**config.mk**
```make
export PLATFORM = sky130hd
export DESIGN_NAME = wash_cycle_controller
export DESIGN_NICKNAME = d
export VERILOG_FILES = /design/src/rtl/wash_defs_pkg.sv /design/src/rtl/sec_prescaler.sv /design/src/rtl/wash_cycle_controller.sv
export SDC_FILE = /design/constraint.sdc
export NUM_CORES = 1
export LEC_CHECK = 0
export ABC_CLOCK_PERIOD_IN_PS = 3470
export CORE_MARGIN = 2
export CORE_UTILIZATION = 30
export DETAILED_ROUTE_END_ITERATION = 7
export MAX_ROUTING_LAYER = met4
export PLACE_DENSITY = 0.46
export SLEW_MARGIN = 20
export SYNTH_ARGS = -nofsm -noshare
export SYNTH_HDL_FRONTEND = slang
export SYNTH_SLANG_ARGS = --single-unit
```
**constraint.sdc**
```tcl
create_clock -name clk -period 3.47 [get_ports clk]
set_input_delay 0.347 -clock clk [delete_from_list [all_inputs] [get_ports clk]]
set_output_delay 0.347 -clock clk [all_outputs]
set_load 0.01 [all_outputs]
```
**src/rtl/wash_defs_pkg.sv**
```systemverilog
// wash_defs_pkg: shared state codes, default phase durations and phase sequencing for the wash controller and display top
package wash_defs_pkg;
  localparam logic [2:0] ST_IDLE  = 3'd0;
  localparam logic [2:0] ST_FILL  = 3'd1;
  localparam logic [2:0] ST_WASH  = 3'd2;
  localparam logic [2:0] ST_RINSE = 3'd3;
  localparam logic [2:0] ST_SPIN  = 3'd4;
  localparam logic [2:0] ST_DONE  = 3'd5;
  localparam int DEF_FILL_S  = 3;
  localparam int DEF_WASH_S  = 9;
  localparam int DEF_RINSE_S = 6;
  localparam int DEF_SPIN_S  = 5;
  function automatic logic [2:0] next_stage(input logic [2:0] s);
    return (s == ST_SPIN) ? ST_DONE : s + 3'd1;
  endfunction
  function automatic logic is_running(input logic [2:0] s);
    return (s >= ST_FILL) && (s <= ST_SPIN);
  endfunction
endpackage

```
**src/rtl/sec_prescaler.sv**
```systemverilog
// sec_prescaler: one-cycle tick every TICKS enabled cycles (clk, rst_n async low, clear, enable -> tick)
module sec_prescaler #(
  parameter int TICKS = 50000000
) (
  input  logic clk,
  input  logic rst_n,
  input  logic clear,
  input  logic enable,
  output logic tick
);
  localparam int W = (TICKS > 1) ? $clog2(TICKS) : 1;
  logic [W-1:0] cnt_q, cnt_d;
  logic wrap;
  assign wrap = (cnt_q == W'(TICKS - 1));
  assign tick = enable && wrap;
  always_comb cnt_d = clear ? '0 : !enable ? cnt_q : wrap ? '0 : cnt_q + 1'b1;
  always_ff @(posedge clk or negedge rst_n)
    if (!rst_n) cnt_q <= '0;
    else cnt_q <= cnt_d;
endmodule

```
**src/rtl/wash_cycle_controller.sv**
```systemverilog
// wash_cycle_controller: timed fill/wash/rinse/spin sequencer with pause/door hold (start, door_closed, pause -> stage, digit, actuator strobes)
module wash_cycle_controller
  import wash_defs_pkg::*;
#(
  parameter int TICKS_PER_SEC = 50000000,
  parameter int FILL_S  = DEF_FILL_S,
  parameter int WASH_S  = DEF_WASH_S,
  parameter int RINSE_S = DEF_RINSE_S,
  parameter int SPIN_S  = DEF_SPIN_S
) (
  input  logic       clk,
  input  logic       rst_n,
  input  logic       start,
  input  logic       door_closed,
  input  logic       pause,
  output logic [2:0] stage,
  output logic [3:0] digit,
  output logic       door_lock,
  output logic       water_valve,
  output logic       motor,
  output logic       motor_fast,
  output logic       done
);
  logic [2:0] state_q, state_d, nxt;
  logic [3:0] cnt_q, cnt_d, nxt_dur;
  logic run, act, tick;
  logic lock_q, lock_d, valve_q, valve_d, motor_q, motor_d, fast_q, fast_d, done_q, done_d;
  assign run = is_running(state_q);
  assign act = door_closed && !pause;
  sec_prescaler #(.TICKS(TICKS_PER_SEC)) u_presc (
    .clk   (clk),
    .rst_n (rst_n),
    .clear (!run),
    .enable(run && act),
    .tick  (tick)
  );
  assign nxt = next_stage(state_q);
  assign nxt_dur = (nxt == ST_WASH) ? 4'(WASH_S) : (nxt == ST_RINSE) ? 4'(RINSE_S) :
                   (nxt == ST_SPIN) ? 4'(SPIN_S) : 4'd0;
  always_comb begin
    state_d = state_q;
    cnt_d   = cnt_q;
    if (state_q == ST_IDLE && start && door_closed) begin
      state_d = ST_FILL;
      cnt_d   = 4'(FILL_S);
    end else if (run && tick) begin
      state_d = (cnt_q == 4'd1) ? nxt : state_q;
      cnt_d   = (cnt_q == 4'd1) ? nxt_dur : cnt_q - 4'd1;
    end else if (state_q == ST_DONE && (start || !door_closed)) begin
      state_d = ST_IDLE;
    end
    lock_d  = is_running(state_d);
    valve_d = (state_d == ST_FILL) && act;
    motor_d = (state_d >= ST_WASH) && (state_d <= ST_SPIN) && act;
    fast_d  = (state_d == ST_SPIN) && act;
    done_d  = (state_d == ST_DONE);
  end
  always_ff @(posedge clk or negedge rst_n)
    if (!rst_n) begin
      state_q <= ST_IDLE;
      cnt_q   <= '0;
      lock_q  <= 1'b0;
      valve_q <= 1'b0;
      motor_q <= 1'b0;
      fast_q  <= 1'b0;
      done_q  <= 1'b0;
    end else begin
      state_q <= state_d;
      cnt_q   <= cnt_d;
      lock_q  <= lock_d;
      valve_q <= valve_d;
      motor_q <= motor_d;
      fast_q  <= fast_d;
      done_q  <= done_d;
    end
  assign stage       = state_q;
  assign digit       = cnt_q;
  assign door_lock   = lock_q;
  assign water_valve = valve_q;
  assign motor       = motor_q;
  assign motor_fast  = fast_q;
  assign done        = done_q;
endmodule

```
==> flow_metrics.py <==
metrics = {
    "status": {
        "outcome": "complete, no violations",
    },
    "flow_run": {
        "maxCapViolations": 0,
    },
    "synth": {
        "synth_top_cell_by_area": "dfrtp_1",
        "synthArstFlopShare": 1.000,
        "synth_edf_count": 0,
        "synthTopCellsByCount": "dfrtp_1 (38), nand2_1 (23), o21ai_0 (18), a21oi_1 (17), inv_1 (15)",
        "synth_nets": 286,
        "ys_seq_area_frac": 0.3810,
        "synthCells": 273,
        "synth_area_leaders": "dfrtp_1 (38%), ha_1 (4.0%), mux2i_1 (4.0%), o21ai_0 (3.6%), nand2_1 (3.5%)",
        "netlist_area_um2": 2496,
        "synth_most_common_cell": "dfrtp_1",
        "synth_top_cell_area_share": 0.3810,
        "postSynthAreaPerCell_um2": 9.143,
        "yosysUniqueCellTypes": 57,
        "ys.flop_type": "dfrtp_1",
        "ys_warn_count": 0,
        "ys_ff_latch": 38,
    },
    "worst_setup_path": {
        "reg2reg_depth": 7,
        "cp_num_buf_inv": 1,
        "worst_setup_path_end_kind": "flop",
        "cpPeakStageDelay_ns": 0.66,
        "crit_required_ns": 3.68,
        "cpMaxStageDelayCell": "nor4_2",
        "cp-endpoint": "done$_DFF_PN0_",
        "cp_top_family": "simple AND/OR/NAND/NOR gates",
        "cp-start-kind": "flop",
        "cp_max_fo": 11,
        "critical_path_depth": 7,
        "critPathLaunch": "stage[0]$_DFF_PN0_",
        "r2r_start": "stage[0]$_DFF_PN0_",
        "crit_arrival_ns": 2.85,
        "r2r-end": "done$_DFF_PN0_",
        "worst-setup-path-type": "reg -> reg",
        "reg2reg_slack_ns": 0.83,
        "path_cells": "inv_1 -> ha_1 -> or2b_2 -> nand3_2 -> nor4_2 -> mux2i_1 -> nor3b_1",
    },
    "sta": {
        "hold_viol_final": 0,
        "finalClockSkew_ns": 0.007821,
        "setup_tns_ns": 0,
        "setup_viol": 0,
        "fin_crit_ns": 2.637,
        "min_period_over_period": 0.7601,
        "maxSlewViolCount": 0,
        "rsz0062_at_grt": "no",
        "fmax_mhz": 379.2,
        "timing.slew.headroom": 0.4001,
        "worst_pin_slew_ns": 0.8998,
        "fin_ws_ns": 0.8325,
    },
    "placed_design": {
        "io_buffers": 16,
        "place_area_um2": 2740,
        "place_congestion": 0.7396,
        "place_ws_ns": 0.7988,
        "post-place-cells": 386,
        "dp_hpwl_um": 4375,
    },
    "power": {
        "p_leak_uw": 0.001165,
        "vdd.ir_drop.worst_mv": 0.1836,
        "powerDensity_nw_per_um2": 371.0,
    },
    "die": {
        "die_area_um2": 9066,
        "start_util": 0.3069,
        "io_pins": 17,
        "coreArea_um2": 8134,
        "die_height_um": 95.22,
        "die_x_um": 95.22,
        "row_count": 33,
    },
    "clock_network": {
        "ctsResizeCount": 0,
        "cts.sinks": 38,
        "ctsHoldBuffers": 0,
        "clock_latency_ns": 0.29,
        "clockBufferDepth": 2,
        "cts_made_buffers": 5,
        "tritoncts": "yes",
        "clkTransAtPathRegs_ns": 0.08,
        "post-cts-setup-buffers": 0,
        "htreeDepth": 2,
        "cts-root-buf": "clkbuf_8",
    },
    "drt": {
        "via_per_inst": 5.320,
        "wire_per_inst_um": 15.78,
        "ant_nets": 0,
        "firstDrtPassIters": 4,
        "drt_iter0_drc": 89,
        "wirelength_um": 6217,
        "num_vias": 2096,
        "drc": 0,
    },
    "layout": {
        "fillers": 833,
        "postLayoutCellArea_um2": 2883,
        "num_antenna_cells": 0,
        "layout.nets": 301,
        "layout-drive-gt1-share": 0.1176,
        "postLayoutCoreUtil": 0.3544,
        "syn_to_final_growth_pct": 15.49,
        "multi_input_area_um2": 1431,
        "seq_area_um2": 950.9,
        "final_cells": 394,
    },
    "grt": {
        "grt_use_met2": 0.2201,
        "grt_pass1_wl_um": 10670,
        "grt-busiest-layer": "met1",
        "grtUsageMet3": 0.02609,
        "grt_max_degree": 39,
        "grt-ovfl-total": 0,
        "antenna_found_initial": 0,
        "grt_use_total": 0.1557,
        "met1_usage": 0.2309,
        "grt_pass1_vias": 2058,
    },
    "min_path": {
        "hold_path_class": "in -> async",
    },
}
-- placed cells by master (no fill, tap or decap), types with 4 or more instances in the layout --
cell type	count
o21ai_0	18
nand3_1	11
and2_1	4
dfrtp_1	38
mux2i_1	10
a211oi_1	8
a21oi_1	17
nor2_1	9
or3_1	6
clkdlybuf4s50_1	15
clkbuf_8	6
nand4_1	8
nor3_1	10
nor4_1	6
and4_2	4
nand2_1	23
inv_1	15
ha_1	8
o211ai_1	4
a21o_1	8
xnor2_1	4
-- worst min-delay path by stage --
stage | to | cells after the start | slack [ns]
finish | digit[3]$_DFFE_PN0P_ | 1 | 0.19
floorplan | digit[0]$_DFFE_PN0P_ | 0 | 0.05
global placement | digit[1]$_DFFE_PN0P_ | 1 | 0.54
global route | digit[3]$_DFFE_PN0P_ | 1 | 0.26
detailed placement | digit[1]$_DFFE_PN0P_ | 1 | 0.54
CTS | digit[3]$_DFFE_PN0P_ | 1 | 0.23
-- where the power goes --
part | internal (µW) | leakage (µW) | switching (µW)
registers | 459 | 0.000508 | 21.6
logic | 48.9 | 0.000585 | 73.9
clock network | 307 | 0.0000714 | 159
-- per-stage QoR --
step / power, µW / hold slack, ns
after floorplan: 561.8 / 0.05141
after global placement: 613.6 / 0.5359
after detailed placement: 614.3 / 0.5406
after CTS: 1087 / 0.2261
after global routing: 1124 / 0.2558
final: 1070 / 0.1863
-- registers in the layout, summed over array words and instances, names as in the netlist --
| signal | count |
|---|---|
| u_presc.cnt_q | 26 |
| digit | 4 |
| stage | 3 |
| done | 1 |
| door_lock | 1 |
| motor | 1 |
| motor_fast | 1 |
| water_valve | 1 |
-- layout make-up --
| type | instances | share of cell area |
|---|---|---|
| Multi-Input combinational cell | 210 | 0.4965 |
| Clock inverter | 2 | 0.02083 |
| Tap cell | 105 | 0.04557 |
| Timing Repair Buffer | 18 | 0.05903 |
| Inverter | 15 | 0.01953 |
| Clock buffer | 6 | 0.02865 |
| Sequential cell | 38 | 0.3299 |
-- kinds of logic after synthesis --
family / synth area share
AO/OA/AOI/OAI: 0.1694
XOR/XNOR: 0.02456
adder cells (fa/ha/maj): 0.04010
buffers and inverters: 0.04561
flip-flops: 0.3810
multiplexers: 0.04912
AND/OR/NAND/NOR: 0.2902
-- layer usage --
layer | part of all wire | vias to the layer above
met3 | 0.019 | 5
met4 | 0.0092 | 0
met1 | 0.54 | 1024
met2 | 0.43 | 23
li1 | - | 1044
met5 | 0 | -
No activity file was read; power rests on OpenSTA's default activity.
